**config.mk**
```make
export PLATFORM = sky130hd
export DESIGN_NAME = lol_stream_reader_flat
export DESIGN_NICKNAME = d
export VERILOG_FILES = /design/src/rtl/lol_stream_reader_if.sv /design/src/rtl/lol_stream_reader.sv /design/src/flat_wrapper.sv
export SDC_FILE = /design/constraint.sdc
export NUM_CORES = 1
export LEC_CHECK = 0
export BUFFER_PORTS_ARGS = -buffer_cell sky130_fd_sc_hd__buf_2
export CAP_MARGIN = 20
export CORE_AREA = 10 10 82 84
export CTS_BUF_LIST = sky130_fd_sc_hd__clkbuf_8
export DETAILED_ROUTE_END_ITERATION = 10
export DIE_AREA = 0 0 92 94
export PLACE_DENSITY = 0.48
export SLEW_MARGIN = 10
export SYNTH_ARGS = -nofsm -noshare
export SYNTH_HDL_FRONTEND = slang
export SYNTH_SLANG_ARGS = --single-unit
```
**constraint.sdc**
```tcl
create_clock -name clk -period 3.5 [get_ports clk]
set_input_delay 1.05 -clock clk [delete_from_list [all_inputs] [get_ports clk]]
set_output_delay 1.05 -clock clk [all_outputs]
set_load 0.1 [all_outputs]
```
**src/rtl/lol_stream_reader_if.sv**
```systemverilog
// rtl/lol_stream_reader_if.sv - glyph column stream in, letter/word flags out
interface lol_stream_reader_if #(
  parameter int COUNT_WIDTH = 8
);
  logic [2:0]             bits;
  logic                   valid;
  logic                   L;
  logic                   O;
  logic                   Y;
  logic                   bad;
  logic                   lol;
  logic [COUNT_WIDTH-1:0] letter_count;

  modport master (output bits, valid, input L, O, Y, bad, lol, letter_count);
  modport slave  (input bits, valid, output L, O, Y, bad, lol, letter_count);
endinterface

```
**src/rtl/lol_stream_reader.sv**
```systemverilog
// rtl/lol_stream_reader.sv - continuous L/O/Y glyph column decoder with LOL word detector
module lol_stream_reader #(
  parameter int COUNT_WIDTH  = 8,
  parameter bit HOLD_OUTPUTS = 1'b0
) (
  input logic                clk,
  input logic                restart,
  lol_stream_reader_if.slave bus
);

  typedef enum logic [3:0] {BLANK, S111, L2, O2, O3, Y1, Y2, Y3, JUNK} state_t;
  typedef enum logic [1:0] {LET_NONE, LET_L, LET_O, LET_Y} letter_t;

  state_t                 state;
  letter_t                hist_old;
  letter_t                hist_new;
  letter_t                ev_letter;
  logic                   ev_bad;
  logic                   ev_lol;
  logic                   accept_blank;
  logic                   accept_mark;
  logic                   flag_l;
  logic                   flag_o;
  logic                   flag_y;
  logic                   flag_bad;
  logic                   flag_lol;
  logic [COUNT_WIDTH-1:0] count;

  assign accept_blank = bus.valid && (bus.bits == 3'b000);
  assign accept_mark  = bus.valid && (bus.bits != 3'b000);

  // A glyph is only judged when its terminating blank column is accepted.
  always_comb begin
    ev_letter = LET_NONE;
    ev_bad    = 1'b0;
    if (accept_blank) begin
      case (state)
        L2:                       ev_letter = LET_L;
        O3:                       ev_letter = LET_O;
        Y3:                       ev_letter = LET_Y;
        S111, O2, Y1, Y2, JUNK:   ev_bad    = 1'b1;
        default:                  ev_bad    = 1'b0;
      endcase
    end
  end

  assign ev_lol = (ev_letter == LET_L) && (hist_old == LET_L) && (hist_new == LET_O);

  always_ff @(posedge clk or negedge restart) begin
    if (!restart) begin
      state    <= BLANK;
      hist_old <= LET_NONE;
      hist_new <= LET_NONE;
      count    <= '0;
      flag_l   <= 1'b0;
      flag_o   <= 1'b0;
      flag_y   <= 1'b0;
      flag_bad <= 1'b0;
      flag_lol <= 1'b0;
    end else begin
      if (accept_blank) begin
        state <= BLANK;
      end else if (accept_mark) begin
        state <= JUNK;
        case (state)
          BLANK: begin
            if (bus.bits == 3'b111) state <= S111;
            else if (bus.bits == 3'b100) state <= Y1;
          end
          S111: begin
            if (bus.bits == 3'b001) state <= L2;
            else if (bus.bits == 3'b101) state <= O2;
          end
          O2:      if (bus.bits == 3'b111) state <= O3;
          Y1:      if (bus.bits == 3'b011) state <= Y2;
          Y2:      if (bus.bits == 3'b100) state <= Y3;
          default: state <= JUNK;
        endcase
      end

      if ((ev_letter != LET_NONE) || ev_bad) begin
        flag_l   <= (ev_letter == LET_L);
        flag_o   <= (ev_letter == LET_O);
        flag_y   <= (ev_letter == LET_Y);
        flag_bad <= ev_bad;
        flag_lol <= ev_lol;
      end else if (!HOLD_OUTPUTS || accept_mark) begin
        // Held flags survive idle cycles and blank-in-BLANK columns.
        flag_l   <= 1'b0;
        flag_o   <= 1'b0;
        flag_y   <= 1'b0;
        flag_bad <= 1'b0;
        flag_lol <= 1'b0;
      end

      if (ev_bad) begin
        hist_old <= LET_NONE;
        hist_new <= LET_NONE;
      end else if (ev_letter != LET_NONE) begin
        hist_old <= hist_new;
        hist_new <= ev_letter;
      end

      if ((ev_letter != LET_NONE) && (count != {COUNT_WIDTH{1'b1}})) begin
        count <= count + 1'b1;
      end
    end
  end

  assign bus.L            = flag_l;
  assign bus.O            = flag_o;
  assign bus.Y            = flag_y;
  assign bus.bad          = flag_bad;
  assign bus.lol          = flag_lol;
  assign bus.letter_count = count;

endmodule

```
**src/flat_wrapper.sv**
```systemverilog
// flat-port wrapper written by rule: the top's interface ports become plain ports
module lol_stream_reader_flat 
#(
  parameter int COUNT_WIDTH  = 8,
  parameter bit HOLD_OUTPUTS = 1'b0
)
  (clk, restart, bus_bits, bus_valid, bus_L, bus_O, bus_Y, bus_bad, bus_lol, bus_letter_count);
  lol_stream_reader_if #(.COUNT_WIDTH(COUNT_WIDTH)) bus_i ();
  input logic clk;
  input logic restart;
  input wire logic [$bits(bus_i.bits)-1:0] bus_bits;
  input wire logic [$bits(bus_i.valid)-1:0] bus_valid;
  output wire logic [$bits(bus_i.L)-1:0] bus_L;
  output wire logic [$bits(bus_i.O)-1:0] bus_O;
  output wire logic [$bits(bus_i.Y)-1:0] bus_Y;
  output wire logic [$bits(bus_i.bad)-1:0] bus_bad;
  output wire logic [$bits(bus_i.lol)-1:0] bus_lol;
  output wire logic [$bits(bus_i.letter_count)-1:0] bus_letter_count;
  assign bus_i.bits = bus_bits;
  assign bus_i.valid = bus_valid;
  assign bus_L = bus_i.L;
  assign bus_O = bus_i.O;
  assign bus_Y = bus_i.Y;
  assign bus_bad = bus_i.bad;
  assign bus_lol = bus_i.lol;
  assign bus_letter_count = bus_i.letter_count;
  lol_stream_reader #(.COUNT_WIDTH(COUNT_WIDTH), .HOLD_OUTPUTS(HOLD_OUTPUTS)) u_core (.clk(clk), .restart(restart), .bus(bus_i));
endmodule
```
# After elaboration in Yosys (flattened, before gate mapping)
# Index checks and enable logic that the tools add are counted.
[totals]
reg_bits = 21
latchBits = 0
ramBits = 0
mem_bits_ro = 0
input_bits = 6
output_inout_bits = 13
elab_cells = 65
n_memories = 0
[op_classes]
addsub = 1
mul = 0
n_div = 0
magnitude_cmp = 0
eq_ne = 19
shift = 0
n_mux = 23
n_bitwise = 0
reduce_logical = 13
[op_table]
columns = ["operator", "n"]
rows = [
  ["2-to-1 mux 4 bit", 9],
  ["one-hot mux 4 bit (5 select lines)", 1],
  ["equality test 4 x 3 -> 1 bit (second input constant)", 4],
  ["2-to-1 mux 2 bit", 5],
  ["equality test 3 bit (second input constant)", 3],
  ["adder 8 x 1 -> 8 bit (second input constant)", 1],
  ["equality test 4 x 2 -> 1 bit (second input constant)", 2],
  ["inequality test 8 bit (second input constant)", 1],
  ["2-to-1 mux 1 bit", 7],
  ["equality test 2 bit (second input constant)", 3],
  ["one-hot mux 2 bit (3 select lines)", 1],
  ["nonzero test 2 bit", 3],
  ["logical AND 1 bit", 5],
  ["OR reduction 5 bit", 1],
  ["equality test 2 x 1 -> 1 bit (second input constant)", 2],
  ["equality test 4 x 1 -> 1 bit (second input constant)", 1],
  ["equality test 4 bit (second input constant)", 1],
  ["zero test 4 bit", 1],
  ["equality test 3 x 1 -> 1 bit (second input constant)", 1],
  ["equality test 3 x 2 -> 1 bit (second input constant)", 1],
  ["zero test 3 bit", 1],
  ["nonzero test 3 bit", 1],
  ["logical OR 1 bit", 1],
]

# Logic depth before layout (Yosys ltp)
[logic_depth]
depth_word = 7
ltp_mapped = 6
mapped_depth_nobuf = 5

# Least setup slack after synthesis
# OpenSTA, ideal clock, no wires.
[synth_path]
path_type = "input to register"
from = "input bus_bits[2]"
to = "register u_core.count[1], in the netlist u_core.bus.letter_count[1]"
setup_time_ns = 0.126
arrival_time_ns = 2.396
required_ns = 3.374
path_slack_ns = 0.978
stages = 5
n_path_buf = 1
path_cell_list = "buf_2 > or4b_4 > a211oi_4 > nand2_2 > mux2_4"
[synth_between]
elab_chain_len = 5
[synth_lines]
columns = ["item", "line_no", "source"]
rows = [
  ["from (decl)", "flat_wrapper.sv:11", "input wire logic [$bits(bus_i.bits)-1:0] bus_bits;"],
  ["zero test 3 bit", "lol_stream_reader.sv:29", "assign accept_blank = bus.valid && (bus.bits == 3'b000);"],
  ["logical AND 1 bit", "lol_stream_reader.sv:29", ""],
  ["2-to-1 mux 2 bit", "lol_stream_reader.sv:36", "if (accept_blank) begin"],
  ["nonzero test 2 bit", "lol_stream_reader.sv:104", "if ((ev_letter != LET_NONE) && (count != {COUNT_WIDTH{1'b1}})) begin"],
  ["logical AND 1 bit", "lol_stream_reader.sv:104", ""],
  ["to (signal assigned)", "lol_stream_reader.sv:105", "count <= count + 1'b1;"],
  ["to (decl)", "lol_stream_reader.sv:27", "logic [COUNT_WIDTH-1:0] count;"],
]
# No other way between the ends.
# A chain may end at the register's enable or synchronous reset.

# Worst setup path after layout
[layout_path]
from = "input bus_bits[1]"
to = "register u_core.count[1], in the netlist u_core.bus.letter_count[1]"
# The elaborated chain is that of the path after synthesis.

==> flow_summary.json <==
{
  "cp.required_ns": 3.65,
  "drv_slew": 0,
  "holdPathStages": 1,
  "grt_pass1_wl_um": 5000,
  "clockBufferDepth": 2,
  "period_share_pct": 69.0,
  "max_freq_mhz": 414,
  "root_buffer": "clkbuf_8",
  "cts_resized": 0,
  "tns_ns": 0,
  "final_cell_mix": "21 x dfrtp_1, 18 x buf_2, 11 x a21oi_1",
  "dr.pass1.iters": 4,
  "die_width_um": 92,
  "ir_drop_uv": 142,
  "layout_commonest_cell": "dfrtp_1",
  "die_y_um": 94,
  "seq_area_frac_synth_pct": 42.2,
  "cts.sink_count": 21,
  "num_vias": 1016,
  "finalHoldViolations": 0,
  "ys_ff_latch": 21,
  "dr.first_iter.drc_count": 84,
  "yosys-top-cells-area": "dfrtp_1 42%, xnor2_1 6.3%, a21oi_1 4.4%, nand3_1 3.6%, nand2b_1 3.0%",
  "yosys.area.top_type": "dfrtp_1",
  "dieArea_um2": 8650,
  "p_per_area_nw_per_um2": 326,
  "arrival_ns": 2.57,
  "design_area_um2": 1430,
  "diodes": 0,
  "setup_violations": 0,
  "syn_area_per_cell_um2": 9.58,
  "start_util_pct": 24.5,
  "rows": 26,
  "avgViaCountPerCell": 4.75,
  "stdcell_count": 214,
  "grt_pass1_vias": 1029,
  "post_cts_buffers": 0,
  "relSlewSlack_pct": 63.2,
  "ioPinCount": 19,
  "routed_wl_um": 2930,
  "endpoint_kind": "register",
  "rsz0062_at_grt": "false",
  "gp_congestion": 0.836,
  "syn_inst": 130,
  "netlist.area_leader.share_pct": 42.2,
  "postRouteAntennaNets": 0,
  "fill_cells": 560,
  "path_max_fanout": 11,
  "clk_pin_slew_worst_paths_ns": 0.08,
  "wl_per_cell_um": 13.7,
  "cts_buffers": 3,
  "gr-total-overflow": 0,
  "areaGrowthSynthToFinish_pct": 15.1,
  "cts_max_level": 1,
  "grt_antenna_before_repair": 0,
  "layout-drive-gt1-share_pct": 22.2,
  "cts_tree": "done",
  "start_kind": "input port",
  "synth_nets": 137,
  "layout.area.seq_um2": 526,
  "synthesis.area_um2": 1240,
  "yosysWarningCount": 0,
  "fin_crit_ns": 2.41,
  "outcome": "finished, final reports clean",
  "reg2reg_depth": 5,
  "cap_violations": 0,
  "hold_buffers": 0,
  "worst_pin_slew_ns": 0.552,
  "timing.rr.start": "u_core.bus.letter_count[0]$_DFFE_PN0P_",
  "place_inst": 210,
  "dp_hpwl_um": 2180,
  "clk_latency_ns": 0.26,
  "grt_max_degree": 22,
  "nNetsFinal": 152,
  "yosys.cell_types.count": 44,
  "hold_start": "u_core.bus.letter_count[5]$_DFFE_PN0P_",
  "numPortBuffers": 18,
  "dpl_cell_area_um2": 1390,
  "min_to": "u_core.bus.letter_count[5]$_DFFE_PN0P_",
  "drc": 0,
  "multiInputGateArea_um2": 664,
  "reg2reg_slack_ns": 1.63,
  "worstSetupPathType": "in -> reg",
  "p_total_w": 0.000467,
  "worstHoldPathType": "reg -> reg",
  "core_um2": 5070,
  "leakage_nw": 0.608,
  "worst_r2r_endpoint": "u_core.bus.letter_count[1]$_DFFE_PN0P_",
  "track_usage_pct": 6.93,
  "skew_ns": 0.00666
}
[cells by family (layout without fill, tap and decap cells)]
kind of cell	after synthesis	in the layout	share of synthesized area, %
xor+xnor	10	10	7.04
buf+inv	12	26	4.42
fa+ha+maj	1	1	1.00
mux	2	2	2.01
compound gates	34	34	19.1
simple gates	50	50	24.2
flops	21	21	42.2
[worst max-delay path, cell delays in order]
cell,delay (ns)
buf_2,0.16
or4b_4,0.60
a211oi_4,0.33
nand2_2,0.12
mux2_4,0.30
[state kept, by name, summed over array words and instances, names as in the netlist]
signal / cells
u_core.bus.L: 1
u_core.bus.O: 1
u_core.bus.Y: 1
u_core.bus.bad: 1
u_core.bus.letter_count: 8
u_core.bus.lol: 1
u_core.hist_new: 2
u_core.hist_old: 2
u_core.state: 4
[synth_stat cells]
cell / number
a211oi_4: 1
a21bo_2: 1
a21o_1: 1
a21oi_1: 11
a22oi_1: 1
a311o_1: 1
a311oi_1: 1
a31o_2: 1
a31oi_1: 2
a32oi_1: 1
and2_1: 2
and3_1: 3
and4_1: 3
buf_2: 2
buf_6: 1
clkbuf_1: 6
dfrtp_1: 21
ha_1: 1
inv_1: 3
mux2_4: 1
mux2i_1: 1
nand2_1: 4
nand2_2: 1
nand2b_1: 6
nand3_1: 9
nand3b_1: 1
nand4_1: 1
nand4b_1: 1
nor2_1: 7
nor3_1: 4
nor3b_1: 2
nor4b_1: 1
nor4bb_1: 1
o21a_1: 1
o21ai_0: 4
o21bai_1: 1
o22ai_1: 3
o2bb2ai_1: 2
o32ai_1: 2
or2_2: 1
or3b_2: 2
or4b_4: 1
xnor2_1: 9
xor2_1: 1
[power breakdown]
| group | switching (W) | leakage [nW] | internal (W) | total [W] |
|---|---|---|---|---|
| registers | 0.0000105 | 0.289 | 0.000246 | 0.000256 |
| logic | 0.0000317 | 0.293 | 0.0000212 | 0.0000529 |
| clock network | 0.0000793 | 0.0255 | 0.0000793 | 0.000159 |
[layer usage]
metal | share of wire [%] | vias to the layer above | wire [µm] | global-route usage, %
li1 | - | 502 | - | -
met1 | 49 | 491 | 1440 | 8.64
met2 | 45 | 23 | 1310 | 11.2
met3 | 6.0 | 0 | 176 | 2.96
met4 | 0 | 0 | 0 | 0.771
met5 | 0 | - | 0 | 0
[area by class of cell]
type	instances	area share (%)
Clock buffer	3	2.88
Timing Repair Buffer	19	6.81
Sequential cell	21	36.7
Clock inverter	1	0.349
Inverter	3	0.786
Tap cell	70	6.11
Multi-Input combinational cell	97	46.4
[metrics by stage]
| stage | hold slack, ns | utilization [%] | setup slack [ns] |
|---|---|---|---|
| 4_1_cts | 0.495 | 28.2 | 1.10 |
| 5_1_grt | 0.527 | 28.2 | 1.02 |
| 6_report | 0.488 | 28.2 | 1.09 |
| 2_1_floorplan | 0.504 | - | 0.978 |
| 3_5_place_dp | 0.478 | 27.3 | 0.810 |
| 3_3_place_gp | 0.479 | 27.3 | 0.838 |
[how the worst max path moves through the flow]
stage / from / to / slack [ns] / cells after the start
floorplan: bus_bits[2] / u_core.bus.letter_count[1]$_DFFE_PN0P_ / 0.98 / 5
global placement: bus_bits[1] / u_core.bus.letter_count[1]$_DFFE_PN0P_ / 0.84 / 5
detailed placement: bus_bits[1] / u_core.bus.letter_count[1]$_DFFE_PN0P_ / 0.81 / 5
CTS: bus_bits[1] / u_core.bus.letter_count[1]$_DFFE_PN0P_ / 1.10 / 5
global route: bus_bits[1] / u_core.bus.letter_count[1]$_DFFE_PN0P_ / 1.02 / 5
finish: bus_bits[1] / u_core.bus.letter_count[1]$_DFFE_PN0P_ / 1.09 / 5
(Power assumes the default switching activity.)
